File: src/rtl/cc_pkg.sv
// Shared types and constants for the cache-line serializer slice.
// Contents:
//   CC_BEAT_W / CC_BEATS / CC_OFFSET_W / CC_LINE_W : line geometry
//   cc_line_req_t                                  : buffered {offset, data} record
//   cc_beat_idx()                                  : wrap-ordered beat index
package cc_pkg;

  localparam int CC_BEAT_W   = 64;
  localparam int CC_BEATS    = 8;
  localparam int CC_OFFSET_W = 3;
  localparam int CC_LINE_W   = CC_BEAT_W * CC_BEATS;

  typedef struct packed {
    logic [CC_OFFSET_W-1:0] offset;
    logic [CC_LINE_W-1:0]   data;
  } cc_line_req_t;

  // Addition is truncated to the offset width, so the index wraps mod CC_BEATS
  // and matches the fill unit's critical-word-first order.
  function automatic logic [CC_OFFSET_W-1:0] cc_beat_idx(
    input logic [CC_OFFSET_W-1:0] offset,
    input logic [CC_OFFSET_W-1:0] beat
  );
    return offset + beat;
  endfunction

endpackage

File: src/rtl/cc_line_fifo.sv
// DEPTH-entry synchronous FIFO of cc_line_req_t records. Generic enough to be
// reused on the miss-address path.
// Ports:
//   clk, rst_n : clock, synchronous active-low reset (pointers and count only)
//   push/wdata : write one record at the tail (ignored when full)
//   pop        : drop the head record (ignored when empty)
//   rdata      : current head record (combinational read of the storage)
//   full/empty : occupancy flags, registered-state derived
//   count      : number of records held, 0..DEPTH
module cc_line_fifo
  import cc_pkg::*;
#(
  parameter  int DEPTH = 2,
  localparam int PTR_W = (DEPTH > 1) ? $clog2(DEPTH) : 1,
  localparam int CNT_W = $clog2(DEPTH + 1)
) (
  input  logic             clk,
  input  logic             rst_n,
  input  logic             push,
  input  cc_line_req_t     wdata,
  input  logic             pop,
  output cc_line_req_t     rdata,
  output logic             full,
  output logic             empty,
  output logic [CNT_W-1:0] count
);

  cc_line_req_t     mem [DEPTH];
  logic [PTR_W-1:0] wr_ptr;
  logic [PTR_W-1:0] rd_ptr;
  logic             push_ok;
  logic             pop_ok;

  assign full    = (count == CNT_W'(DEPTH));
  assign empty   = (count == '0);
  assign push_ok = push & ~full;
  assign pop_ok  = pop & ~empty;
  assign rdata   = mem[rd_ptr];

  // Storage is deliberately not reset; entries are only visible once counted.
  always_ff @(posedge clk) begin
    if (push_ok) begin
      mem[wr_ptr] <= wdata;
    end
  end

  // DEPTH is a power of two, so natural pointer overflow implements the wrap.
  always_ff @(posedge clk) begin
    if (!rst_n) begin
      wr_ptr <= '0;
      rd_ptr <= '0;
      count  <= '0;
    end else begin
      if (push_ok) wr_ptr <= wr_ptr + 1'b1;
      if (pop_ok)  rd_ptr <= rd_ptr + 1'b1;
      case ({push_ok, pop_ok})
        2'b10:   count <= count + 1'b1;
        2'b01:   count <= count - 1'b1;
        default: count <= count;
      endcase
    end
  end

endmodule

File: src/rtl/cc_line_serializer.sv
// Buffers whole cache lines and replays each as a BEATS-beat wrap-ordered
// burst on an AXI-R-style valid/ready channel.
// Ports:
//   clk, rst_n                 : clock, synchronous active-low reset
//   line_valid_i/line_ready_o  : upstream line handshake (ready = buffer not full)
//   line_data_i, line_offset_i : line payload and critical-word beat index
//   rdata_o/rlast_o/rvalid_o   : downstream beat, last-beat flag, valid
//   rready_i                   : downstream accepts the beat
//
// state | meaning
// ------+---------------------------------------------------------
// IDLE  | no line buffered; channel quiet, rdata_o forced to zero
// SEND  | head line being emitted, beat cnt selects the data slice
module cc_line_serializer
  import cc_pkg::*;
#(
  parameter  int BEAT_W = CC_BEAT_W,
  parameter  int BEATS  = CC_BEATS,
  parameter  int DEPTH  = 2,
  localparam int CNT_W  = $clog2(DEPTH + 1)
) (
  input  logic                    clk,
  input  logic                    rst_n,
  input  logic                    line_valid_i,
  output logic                    line_ready_o,
  input  logic [BEAT_W*BEATS-1:0] line_data_i,
  input  logic [CC_OFFSET_W-1:0]  line_offset_i,
  output logic [BEAT_W-1:0]       rdata_o,
  output logic                    rlast_o,
  output logic                    rvalid_o,
  input  logic                    rready_i
);

  typedef enum logic {
    IDLE = 1'b0,
    SEND = 1'b1
  } state_t;

  localparam logic [CC_OFFSET_W-1:0] LAST_BEAT = CC_OFFSET_W'(BEATS - 1);

  state_t                 state_q, state_d;
  logic [CC_OFFSET_W-1:0] cnt_q, cnt_d;
  logic [CC_OFFSET_W-1:0] idx;
  cc_line_req_t           wr_req;
  cc_line_req_t           head;
  logic                   push;
  logic                   pop;
  logic                   full;
  logic                   empty;
  logic [CNT_W-1:0]       count;

  assign wr_req.offset = line_offset_i;
  assign wr_req.data   = line_data_i;

  // Ready comes straight from the registered occupancy; a pop in the same
  // cycle does not open the buffer early, keeping rready_i off this path.
  assign line_ready_o = ~full;
  assign push         = line_valid_i & ~full;
  assign idx          = cc_beat_idx(head.offset, cnt_q);

  cc_line_fifo #(
    .DEPTH (DEPTH)
  ) u_fifo (
    .clk   (clk),
    .rst_n (rst_n),
    .push  (push),
    .wdata (wr_req),
    .pop   (pop),
    .rdata (head),
    .full  (full),
    .empty (empty),
    .count (count)
  );

  always_ff @(posedge clk) begin
    if (!rst_n) begin
      state_q <= IDLE;
      cnt_q   <= '0;
    end else begin
      state_q <= state_d;
      cnt_q   <= cnt_d;
    end
  end

  always_comb begin
    state_d  = state_q;
    cnt_d    = cnt_q;
    pop      = 1'b0;
    rvalid_o = 1'b0;
    rlast_o  = 1'b0;
    rdata_o  = '0;
    case (state_q)
      IDLE: begin
        if (push) state_d = SEND;
      end
      SEND: begin
        rvalid_o = 1'b1;
        rlast_o  = (cnt_q == LAST_BEAT);
        rdata_o  = head.data[BEAT_W*int'(idx) +: BEAT_W];
        if (rready_i) begin
          if (cnt_q == LAST_BEAT) begin
            cnt_d = '0;
            pop   = 1'b1;
            // Stay in SEND when another line is queued or arriving now, so the
            // next line's first beat follows with no bubble.
            if (count == CNT_W'(1) && !push) state_d = IDLE;
          end else begin
            cnt_d = cnt_q + 1'b1;
          end
        end
      end
      default: state_d = IDLE;
    endcase
  end

  // State mirrors buffer occupancy; the flag is kept to tie the two together.
  logic unused_empty;
  assign unused_empty = empty;

endmodule

File: config.mk
export PLATFORM = sky130hd
export DESIGN_NAME = cc_line_serializer
export DESIGN_NICKNAME = d
export VERILOG_FILES = /design/src/rtl/cc_pkg.sv /design/src/rtl/cc_line_fifo.sv /design/src/rtl/cc_line_serializer.sv
export SDC_FILE = /design/constraint.sdc
export NUM_CORES = 1
export LEC_CHECK = 0
export CORE_MARGIN = 2
export CORE_UTILIZATION = 48
export CTS_CLUSTER_DIAMETER = 30
export DETAILED_ROUTE_END_ITERATION = 10
export GPL_TIMING_DRIVEN = 0
export PLACE_DENSITY_LB_ADDON = 0.25
export SKIP_LAST_GASP = 1
export SLEW_MARGIN = 10
export SYNTH_ARGS = -nofsm -noshare
export SYNTH_HDL_FRONTEND = slang
export SYNTH_HIERARCHICAL = 1
export SYNTH_SLANG_ARGS = --single-unit
export TNS_END_PERCENT = 20
File: constraint.sdc
create_clock -name clk -period 48.6 [get_ports clk]
set_clock_uncertainty 0.15 [all_clocks]
set_input_delay 14.58 -clock clk [delete_from_list [all_inputs] [get_ports clk]]
set_output_delay 14.58 -clock clk [all_outputs]
set_load 0.02 [all_outputs]
## Word level (Yosys, flattened, before mapping)

Memories as Yosys holds them, arrays and structs flattened. A register that Yosys moved wholly into a read port is not among the register bits.
Index checks and enable logic that the tools add are counted.
Widths: inputs -> output; s select.

| storage, ports and cells | value |
|---|---|
| flip-flop bits (word level) | 8 |
| bits in latches | 0 |
| memory bits (writable) | 1030 |
| memory bits (read-only) | 0 |
| bits of input ports | 519 |
| logic and storage cells | 46 |
| memories kept | 1 |

Memories:

| name | depth | bits a word | rd ports | clocked after memory_dff | write ports | line | text |
|---|---|---|---|---|---|---|---|
| u_fifo.mem | 2 | 515 | 1 | 1 | 1 | cc_line_fifo.sv:28 | `cc_line_req_t mem [DEPTH];` |

| cells by class | value |
|---|---|
| $add $sub $neg | 6 |
| multiply operators | 0 |
| divide/modulo/power cells | 0 |
| $lt $le $gt $ge | 0 |
| equality and inequality tests | 5 |
| shift operators | 1 |
| multiplexer cells | 17 |
| bitwise logic cells | 6 |
| reductions and logical operators | 5 |

Operators by type and width:

| operator | count |
|---|---|
| $shiftx 512x10->64 | 1 |
| $mux 64 | 1 |
| $mux 1 | 13 |
| $eq 2x1->1 const B | 2 |
| $eq 2x2->1 const B | 2 |
| $pmux 2 s2 | 1 |
| $add 3x1->3 const B | 1 |
| $add 3x3->3 | 1 |
| $and 1x1->1 | 3 |
| $eq 3x3->1 const B | 1 |
| $mux 3 | 1 |
| $not 1->1 | 3 |
| $add 1x1->1 const B | 2 |
| $add 2x1->2 const B | 1 |
| $logic_not 2->1 | 1 |
| $pmux 1 s2 | 1 |
| $reduce_and 2->1 | 1 |
| $reduce_bool 2->1 | 1 |
| $sub 2x1->2 const B | 1 |
| $logic_and 1x1->1 | 1 |
| $logic_not 1->1 | 1 |

## Depth between registers and ports, before layout

Gate-level depths: netlist of the first run.

| depth | value |
|---|---|
| depth after elaboration | 9 |
| gate-level depth with buffers | 11 |

## By module

Netlist of the first run, hierarchy kept.

By module, submodules not included:

| module | times used | cells an instance | area an instance (µm²) | sequential area each (µm²) |
|---|---|---|---|---|
| cc_line_fifo | 1 | 1628 | 37497.2 | 31029.8 |
| cc_line_serializer | 1 | 399 | 4787.1 | 80.1 |

## Least setup slack after synthesis of the first run

Ideal clock, no wire load.

| timing path | value |
|---|---|
| path type | in2reg |
| start | input port line_valid_i |
| end | memory u_fifo/mem[1][0] in the netlist's numbering, enable pin |
| arrival | 26.546 ns |
| setup slack | 20.955 ns |
| stages | 2 |
| path through | nor2b_1 -> and3_1 |

| between the ends | value |
|---|---|
| word-level cells in the longest chain between the ends | 4 |

RTL lines:

| element | line | text |
|---|---|---|
| from (decl) | cc_line_serializer.sv:24 | `input logic line_valid_i,` |
| $and 1x1->1 | cc_line_serializer.sv:58 | `assign push = line_valid_i & ~full;` |
| $and 1x1->1 | cc_line_fifo.sv:36 | `assign push_ok = push & ~full;` |
| $mux 1 | cc_line_fifo.sv:42 | `if (push_ok) begin` |
| $mux 1 (implied by the code) | cc_line_fifo.sv:43 | `mem[wr_ptr] <= wdata;` |
| to (decl) | cc_line_fifo.sv:28 |  |

Every way passes these cells.

==> results of run 1 <==
## state kept, by name, summed over array words and instances, names as in the netlist, named ones only
signal         flops
u_fifo/count       2
u_fifo/mem      1030
cnt_q              3
u_fifo/wr_ptr      1
state_q            1
u_fifo/rd_ptr      1
## through the flow
stage	power [mW]	setup WS, ns	cell area (µm²)
finish	2.80	28.71	57100
floorplan	1.32	20.96	42300
CTS	2.82	28.56	57100
global route	2.89	28.40	57100
detailed placement	1.40	29.38	50000
global placement	1.46	13.89	49600
## layer usage
metal  vias up  GRT usage
li1       9915          -
met1     11700      0.291
met2       846      0.412
met3       218     0.0741
met4        56     0.0894
met5         -          0
## cell type report
cell class                 count  area share
inverter                       7    0.000591
timing repair buffer         600       0.110
clock buffer                 220      0.0911
sequential                  1039       0.544
tap                         1155      0.0253
multi-input combinational    874       0.178
antenna                       24     0.00105
buffer                       106      0.0170
clock inverter               163      0.0328
## final timing paths
kind | from | end | cells after the start
hold / removal | u_fifo/wr_ptr$_SDFFE_PN0P_ | u_fifo/wr_ptr$_SDFFE_PN0P_ | 2
hold reg to reg | u_fifo/wr_ptr$_SDFFE_PN0P_ | u_fifo/wr_ptr$_SDFFE_PN0P_ | 2
setup reg to reg | u_fifo/count[0]$_SDFFE_PN0P_ | u_fifo/mem[1][158]$_DFFE_PP_ | 10
setup / recovery | flop | rdata_o[63] | 12
## report_power, final
part	total [mW]	switching, mW	internal (mW)
sequential	1.09	0.0172	1.08
combinational	0.294	0.146	0.148
clock	1.41	0.470	0.940
total	2.80	0.633	2.17
## worst min-delay path: stages, from the launching register on
cell	delay, ns
dfxtp_1	0.31
o21ai_0	0.07
a21boi_1	0.06
==> flow_summary.json, run 1 <==
{
  "areaGrowthSynthToFinish_pct": 35.1,
  "ff_latch_area_um2": 31100,
  "worstSetupEndpointType": "output pin",
  "wl_met2_mm": 57.1,
  "crit_arrival_ns": 5.16,
  "cts_resized": 0,
  "yosys_warnings": 6,
  "instances_no_fill": 4188,
  "final_cell_mix": "1030 x edfxtp_1, 585 x clkdlybuf4s50_1, 515 x mux2_2",
  "synth_nets": 2550,
  "drt_first_pass_iters": 5,
  "period_share": 0.409,
  "grt_start_max_net_pins": 115,
  "clock_latency_ns": 0.78,
  "grtUsageTotal": 0.242,
  "crit_fanout": 10,
  "io_pins": 586,
  "start_util": 0.486,
  "relSlewSlack": 0.219,
  "place_inst": 3781,
  "path_delay_family": "buffers and inverters",
  "tns_ns": 0,
  "gr-total-overflow": 0,
  "finalNetCount": 3358,
  "rows": 108,
  "mostFrequentLayoutCell": "edfxtp_1",
  "cts_tree": "done",
  "clk_pin_slew_ns": 0.04,
  "clkSinkCount": 1039,
  "regToRegSetupSlack_ns": 44.76,
  "drcViolationCount": 0,
  "grt_pass1_wl_mm": 158,
  "final_util": 0.657,
  "first_iter_violations": 1893,
  "cts.hold.buffers_added": 0,
  "hold_viol_final": 0,
  "setup_viol": 0,
  "status": "completed",
  "drive_above_1_share": 0.383,
  "vdd_drop_max_mv": 0.0364,
  "cts_buffers": 206,
  "wirelength_mm": 111,
  "drv_slew": 0,
  "min_path_type": "reg -> reg",
  "drv_cap": 0,
  "core_area_um2": 87000,
  "period_needed_ns": 19.89,
  "crit_required_ns": 33.87,
  "crit_buf_inv": 6,
  "ant_nets": 0,
  "cts_setup_buffers": 0,
  "crit_top_cell": "buf_2",
  "crit_chain": "buf_4, buf_2, mux2_2, ha_1, inv_1, fa_1, clkbuf_1, buf_2, mux4_2, nand2_1, a21boi_1, clkdlybuf4s50_1",
  "nFillCells": 5834,
  "startpoint_type": "flop",
  "die_x_um": 301,
  "powerDensity_nw_per_um2": 49.0,
  "max_freq_ghz": 0.0503,
  "top_layer": "met5",
  "htreeDepth": 4,
  "p_leak_nw": 19.3,
  "wl_met3_mm": 8.39,
  "worst-setup-path-type": "reg -> out",
  "multi_input_area_um2": 10200,
  "hold_slack_ns": 0.347,
  "portBuffers": 585,
  "grt_antenna_before_repair": 49,
  "vias": 22700,
  "first_global_vias": 24700,
  "wl_met1_mm": 42.0,
  "cp_slowest_stage_delay_ns": 0.82,
  "root_buffer": "clkbuf_16",
  "viasPerCell": 5.42,
  "die_y_um": 301,
  "place_congestion": 0.827,
  "synth_cells": 2026,
  "synth_area_per_cell_um2": 20.9,
  "worst_pin_slew_ns": 1.17,
  "rsz0062_at_grt": "false",
  "post-dp-hpwl_mm": 73.4,
  "cts_buffer_depth": 3,
  "critPathSlowestCell": "clkbuf_1",
  "wl_per_cell_um": 26.4,
  "die-area_um2": 90500,
  "netlist_area_um2": 42300
}
Power figures use the tool's default switching activity.
==> run 2, diff against run 1 <==
Clock period 48.6 ns to 19.4 ns, I/O delays scaled along.
==> results of run 2 <==
The final DEF is identical to that of run 1. Status: completed.
Among the figures that moved: setup slack after placement 29.38 ns -> 8.94 ns; setup slack after layout 28.71 ns -> 8.27 ns; register-to-register setup slack 44.76 ns -> 15.56 ns; total power 2.80 mW -> 7.01 mW; worst IR drop on VDD 0.0364 mV -> 0.0912 mV
==> run 3, diff against run 2 <==
Clock period 19.4 ns to 11.4 ns, I/O delays scaled along.
==> run 3 against run 2 <==
- flip-flop and latch count unchanged
- total power is 64% higher
- critical path type unchanged
- global-route usage decreased by 0.28 points
- register-to-register slack worse by 7.8 ns
- critical path depth unchanged
- wire length fell by 1.4%
- first-iteration DRC count down 0.53%
- non-clock buffer count stayed put
- combinational power rose by 70%
==> flow_summary.json, run 3 (synthesized netlist as in run 1, its figures left out) <==
{
  "cts.hold.buffers_added": 0,
  "viasPerCell": 5.41,
  "nFillCells": 5818,
  "clock_latency_ns": 0.75,
  "clkSinkCount": 1039,
  "regToRegStartpoint": "u_fifo/count[0]$_SDFFE_PN0P_",
  "cts_buffer_depth": 3,
  "post_dp_cell_area_um2": 50000,
  "cts_setup_buffers": 0,
  "worstSetupEndpointType": "output pin",
  "rows": 108,
  "root_buffer": "clkbuf_16",
  "hold_path_depth": 2,
  "grt_antenna_before_repair": 45,
  "hp-start": "u_fifo/wr_ptr$_SDFFE_PN0P_",
  "period_needed_ns": 8.77,
  "powerDensity_nw_per_um2": 203,
  "finalNetCount": 3342,
  "areaGrowthSynthToFinish_pct": 33.7,
  "post-dp-hpwl_mm": 72.8,
  "fin_area_um2": 56500,
  "crit_arrival_ns": 5.20,
  "drt_first_pass_iters": 5,
  "cts_resized": 0,
  "tns_ns": 0,
  "drv_slew": 0,
  "htreeDepth": 4,
  "grt_pass1_wl_mm": 156,
  "min_path_type": "reg -> reg",
  "rsz0062_at_grt": "false",
  "multi_input_area_um2": 10200,
  "ff_latch_area_um2": 31100,
  "wirelength_mm": 109,
  "drv_cap": 0,
  "p_leak_nw": 19.1,
  "core_area_um2": 87000,
  "drcViolationCount": 0,
  "startpoint_type": "flop",
  "period_share": 0.769,
  "die-area_um2": 90500,
  "largest_reg_flops": 1030,
  "io_pins": 586,
  "cts_tree": "done",
  "drive_above_1_share": 0.373,
  "hold_viol_final": 0,
  "status": "completed",
  "first_global_vias": 24300,
  "reg2reg_depth": 8,
  "die_y_um": 301,
  "mostFrequentLayoutCell": "edfxtp_1",
  "regToRegSetupSlack_ns": 7.80,
  "worst_pin_slew_ns": 1.19,
  "relSlewSlack": 0.204,
  "power.total_mw": 11.5,
  "ant_nets": 0,
  "portBuffers": 585,
  "grt_start_max_net_pins": 111,
  "largest_registers": "u_fifo/mem (1030), cnt_q (3), u_fifo/count (2)",
  "vias": 22500,
  "regMostFlops": "u_fifo/mem",
  "hold_path_end": "u_fifo/wr_ptr$_SDFFE_PN0P_",
  "cts_buffers": 190,
  "wl_per_cell_um": 26.2,
  "final_util": 0.650,
  "reg2reg_to": "u_fifo/mem[0][108]$_DFFE_PP_",
  "start_util": 0.486,
  "hold_slack_ns": 0.354,
  "place_congestion": 0.817,
  "max_freq_ghz": 0.114,
  "crit_required_ns": 7.83,
  "first_iter_violations": 1883,
  "vdd_drop_max_mv": 0.148,
  "die_x_um": 301,
  "worst-setup-path-type": "reg -> out",
  "gr-total-overflow": 0,
  "grtUsageTotal": 0.239,
  "crit_fanout": 11,
  "setup_viol": 0,
  "clk_pin_slew_ns": 0.05,
  "final_cell_mix": "1030 x edfxtp_1, 585 x clkdlybuf4s50_1, 515 x mux2_2"
}
[run 3: cell types whose count changed in the layout (fill, tap and decap cells not counted), sizes merged]
| cell | before | now |
|---|---|---|
| diode | 24 | 27 |
| clkbuf | 228 | 230 |
| bufinv | 31 | 26 |
| clkinvlp | 30 | 24 |
| clkinv | 89 | 69 |
[run 3: cell type report]
class / count / area share
diodes: 27 / 0.00120
plain buffers: 106 / 0.0172
clock buffers: 222 / 0.0874
clock inverters: 132 / 0.0269
inverters: 7 / 0.000598
multi-input cells: 874 / 0.180
flip-flops and latches: 1039 / 0.550
well taps: 1155 / 0.0256
repair buffers: 600 / 0.111
[run 3: routing by layer]
metal	vias up	global-route usage	share of wire
met5	-	0	0.0024
met3	193	0.0722	0.079
li1	9894	-	-
met2	802	0.406	0.51
met4	40	0.0804	0.023
met1	11600	0.292	0.39
[run 3: per-stage QoR]
stage | setup WS (ns) | cells
3_3_place_gp | -9.61 | 3766
6_report | 2.63 | 4162
5_1_grt | 2.28 | 4147
4_1_cts | 2.46 | 4135
3_5_place_dp | 3.28 | 3781
2_1_floorplan | -3.59 | 2026
[run 3: critical path: stages (launching register included)]
cell and delay, ns:
dfxtp_1 0.31, buf_4 0.24, buf_2 0.37, mux2_2 0.22, ha_1 0.14, inv_1 0.05
fa_1 0.48, clkbuf_1 0.88, buf_2 0.52, mux4_2 0.27, nand2_1 0.08, a21boi_1 0.21
clkdlybuf4s50_1 0.66
[run 3: worst max-delay path by stage]
| stage | endpoint | from | cells after the start | slack [ns] |
|---|---|---|---|---|
| after floorplan | u_fifo/mem[0][0]$_DFFE_PP_ | line_valid_i | 4 | -3.59 |
| after global placement | u_fifo/mem[0][355]$_DFFE_PP_ | line_valid_i | 5 | -9.61 |
| after detailed placement | rdata_o[21] | flop | 12 | 3.28 |
| after CTS | rdata_o[21] | flop | 12 | 2.46 |
| after global routing | rdata_o[63] | flop | 12 | 2.28 |
| final | rdata_o[63] | flop | 12 | 2.63 |
[run 3: where the power goes]
group          switching, mW  internal [mW]
Sequential            0.0704           4.59
Combinational          0.616          0.632
Clock                   1.89           3.69
Total                   2.57           8.91
==> RTL change: new RTL, flow settings as in run 2 <==
The package constant `CC_BEAT_W` goes from 64 to 56.
--- a/src/rtl/cc_pkg.sv
+++ b/src/rtl/cc_pkg.sv
@@ -5,7 +5,7 @@
 //   cc_beat_idx()                                  : wrap-ordered beat index
 package cc_pkg;
 
-  localparam int CC_BEAT_W   = 64;
+  localparam int CC_BEAT_W   = 56;
   localparam int CC_BEATS    = 8;
   localparam int CC_OFFSET_W = 3;
   localparam int CC_LINE_W   = CC_BEAT_W * CC_BEATS;
Ports: changed (resized line_data_i and rdata_o); port bits go from 586 to 514. The function was not compared with the original's and may differ.
==> RTL change against run 2 <==
- highest routed layer unchanged
- count of clock-buffer cells in the layout decreased by 21
- wire length decreased by 17%
- sequential cell count decreased by 128
- power decreased by 14%
- cell count decreased by 12%
- largest power group unchanged
- synthesized area decreased by 13%
- design area decreased by 13%
- setup slack improved by 0.15 ns
==> RTL change: results <==
set metrics [dict create \
    outcome "finished, final reports clean" \
    clockRootBuffer "clkbuf_16" \
    hold_class "flip-flop to flip-flop" \
    critPathSlowestCell "fa_1" \
    grt_pass1_wl_mm 132 \
    cpPeakStageDelay_ns 0.73 \
    post-place-cells 3337 \
    clk_latency_ns 0.73 \
    grt.total_usage 0.232 \
    dr.pass1.iters 5 \
    clk_pin_slew_ns 0.04 \
    holdPathStages 2 \
    cts_resized 0 \
    ctsLongestPathBuffers 3 \
    grt_pass1_vias 21200 \
    grt_max_degree 112 \
    htreeDepth 4 \
    path_delay_family "buffers and inverters" \
    largestRegisters "u_fifo/mem (902), cnt_q (3), u_fifo/count (2)" \
    drtIter0Drc 1501 \
    avgSynthCellArea_um2 20.7 \
    final_layout_size_suffix_gt1_frac 0.352 \
    routed_wl_mm 92.1 \
    r2r_cells 8 \
    power_leakage_uw 0.0168 \
    yosys_warnings 6 \
    critPathArrivalTime_ns 5.00 \
    critPathMaxFanout 10 \
    synthesis.nets 2241 \
    postCtsSetupBuffers 0 \
    post-dp-hpwl_mm 61.4 \
    tightest_slew_ns 0.975 \
    antenna_found_initial 41 \
    ir_drop_v 0.0000960 \
    fillers 5075 \
    port_buffers 513 \
    place_congestion 0.804 \
    cts_buffers 173 \
    vias 19600 \
    final_cells 3679 \
    nNetsFinal 2942 \
]
-- RTL change: changes by cell type in the layout (fill, tap and decap cells not counted), moves of 10 or more --
cell             change
clkinvlp_4          -11
mux2_2              -64
clkbuf_1            +10
a21boi_2            -56
mux4_2              -16
edfxtp_1           -128
clkdlybuf4s50_1     -72
clkinv_2            -17
buf_2               -18
a21boi_1            +48
buf_12              -13
clkbuf_16           -31
buf_6               +13
nand2_1             -16
-- RTL change: path summary, 6_finish.rpt --
kind	from	to	slack, ns
min	cnt_q[1]	cnt_q[1]	0.36
max reg2reg	u_fifo/count[0]	u_fifo/mem[0][20]	15.84
min reg2reg	cnt_q[1]	cnt_q[1]	0.36
max	flip-flop	rdata_o[53]	8.43
-- RTL change: final cells by class --
cell class,instances,area share
Inverter,7,0.000681
Buffer,93,0.0160
Multi-Input combinational cell,770,0.177
Sequential cell,911,0.549
Antenna cell,21,0.00106
Tap cell,1030,0.0260
Timing Repair Buffer,526,0.111
Clock inverter,122,0.0297
Clock buffer,199,0.0900
-- RTL change: worst min-delay path, cell delays in order, from the launching register on --
cell and delay [ns]:
dfxtp_1 0.33, nand2_1 0.06, a21boi_0 0.07
-- RTL change: stage by stage --
stage | setup slack [ns] | instance area [um2] | util | power [uW] | TNS (ns)
4_1_cts | 8.21 | 49600 | 0.653 | 6050 | 0
6_report | 8.43 | 49600 | 0.653 | 5990 | 0
5_1_grt | 8.21 | 49600 | 0.653 | 6190 | 0
3_5_place_dp | 9.03 | 43600 | 0.575 | 3060 | 0
2_1_floorplan | 2.03 | 36800 | - | 2850 | 0
3_3_place_gp | -4.26 | 43300 | 0.570 | 3150 | -2819.52
-- RTL change: metal layers --
| metal | GRT usage | wire length [um] | vias up |
|---|---|---|---|
| met4 | 0.0868 | 2080 | 40 |
| li1 | - | - | 8679 |
| met1 | 0.276 | 35100 | 10100 |
| met2 | 0.396 | 47700 | 680 |
| met5 | 0 | 255 | - |
| met3 | 0.0729 | 7000 | 161 |
-- RTL change: where the power goes --
| part | internal (uW) | switching (uW) | leakage, uW |
|---|---|---|---|
| clock network | 1990 | 989 | 0.00282 |
| logic | 313 | 304 | 0.00546 |
| registers | 2370 | 36.2 | 0.00850 |
| total | 4660 | 1330 | 0.0168 |
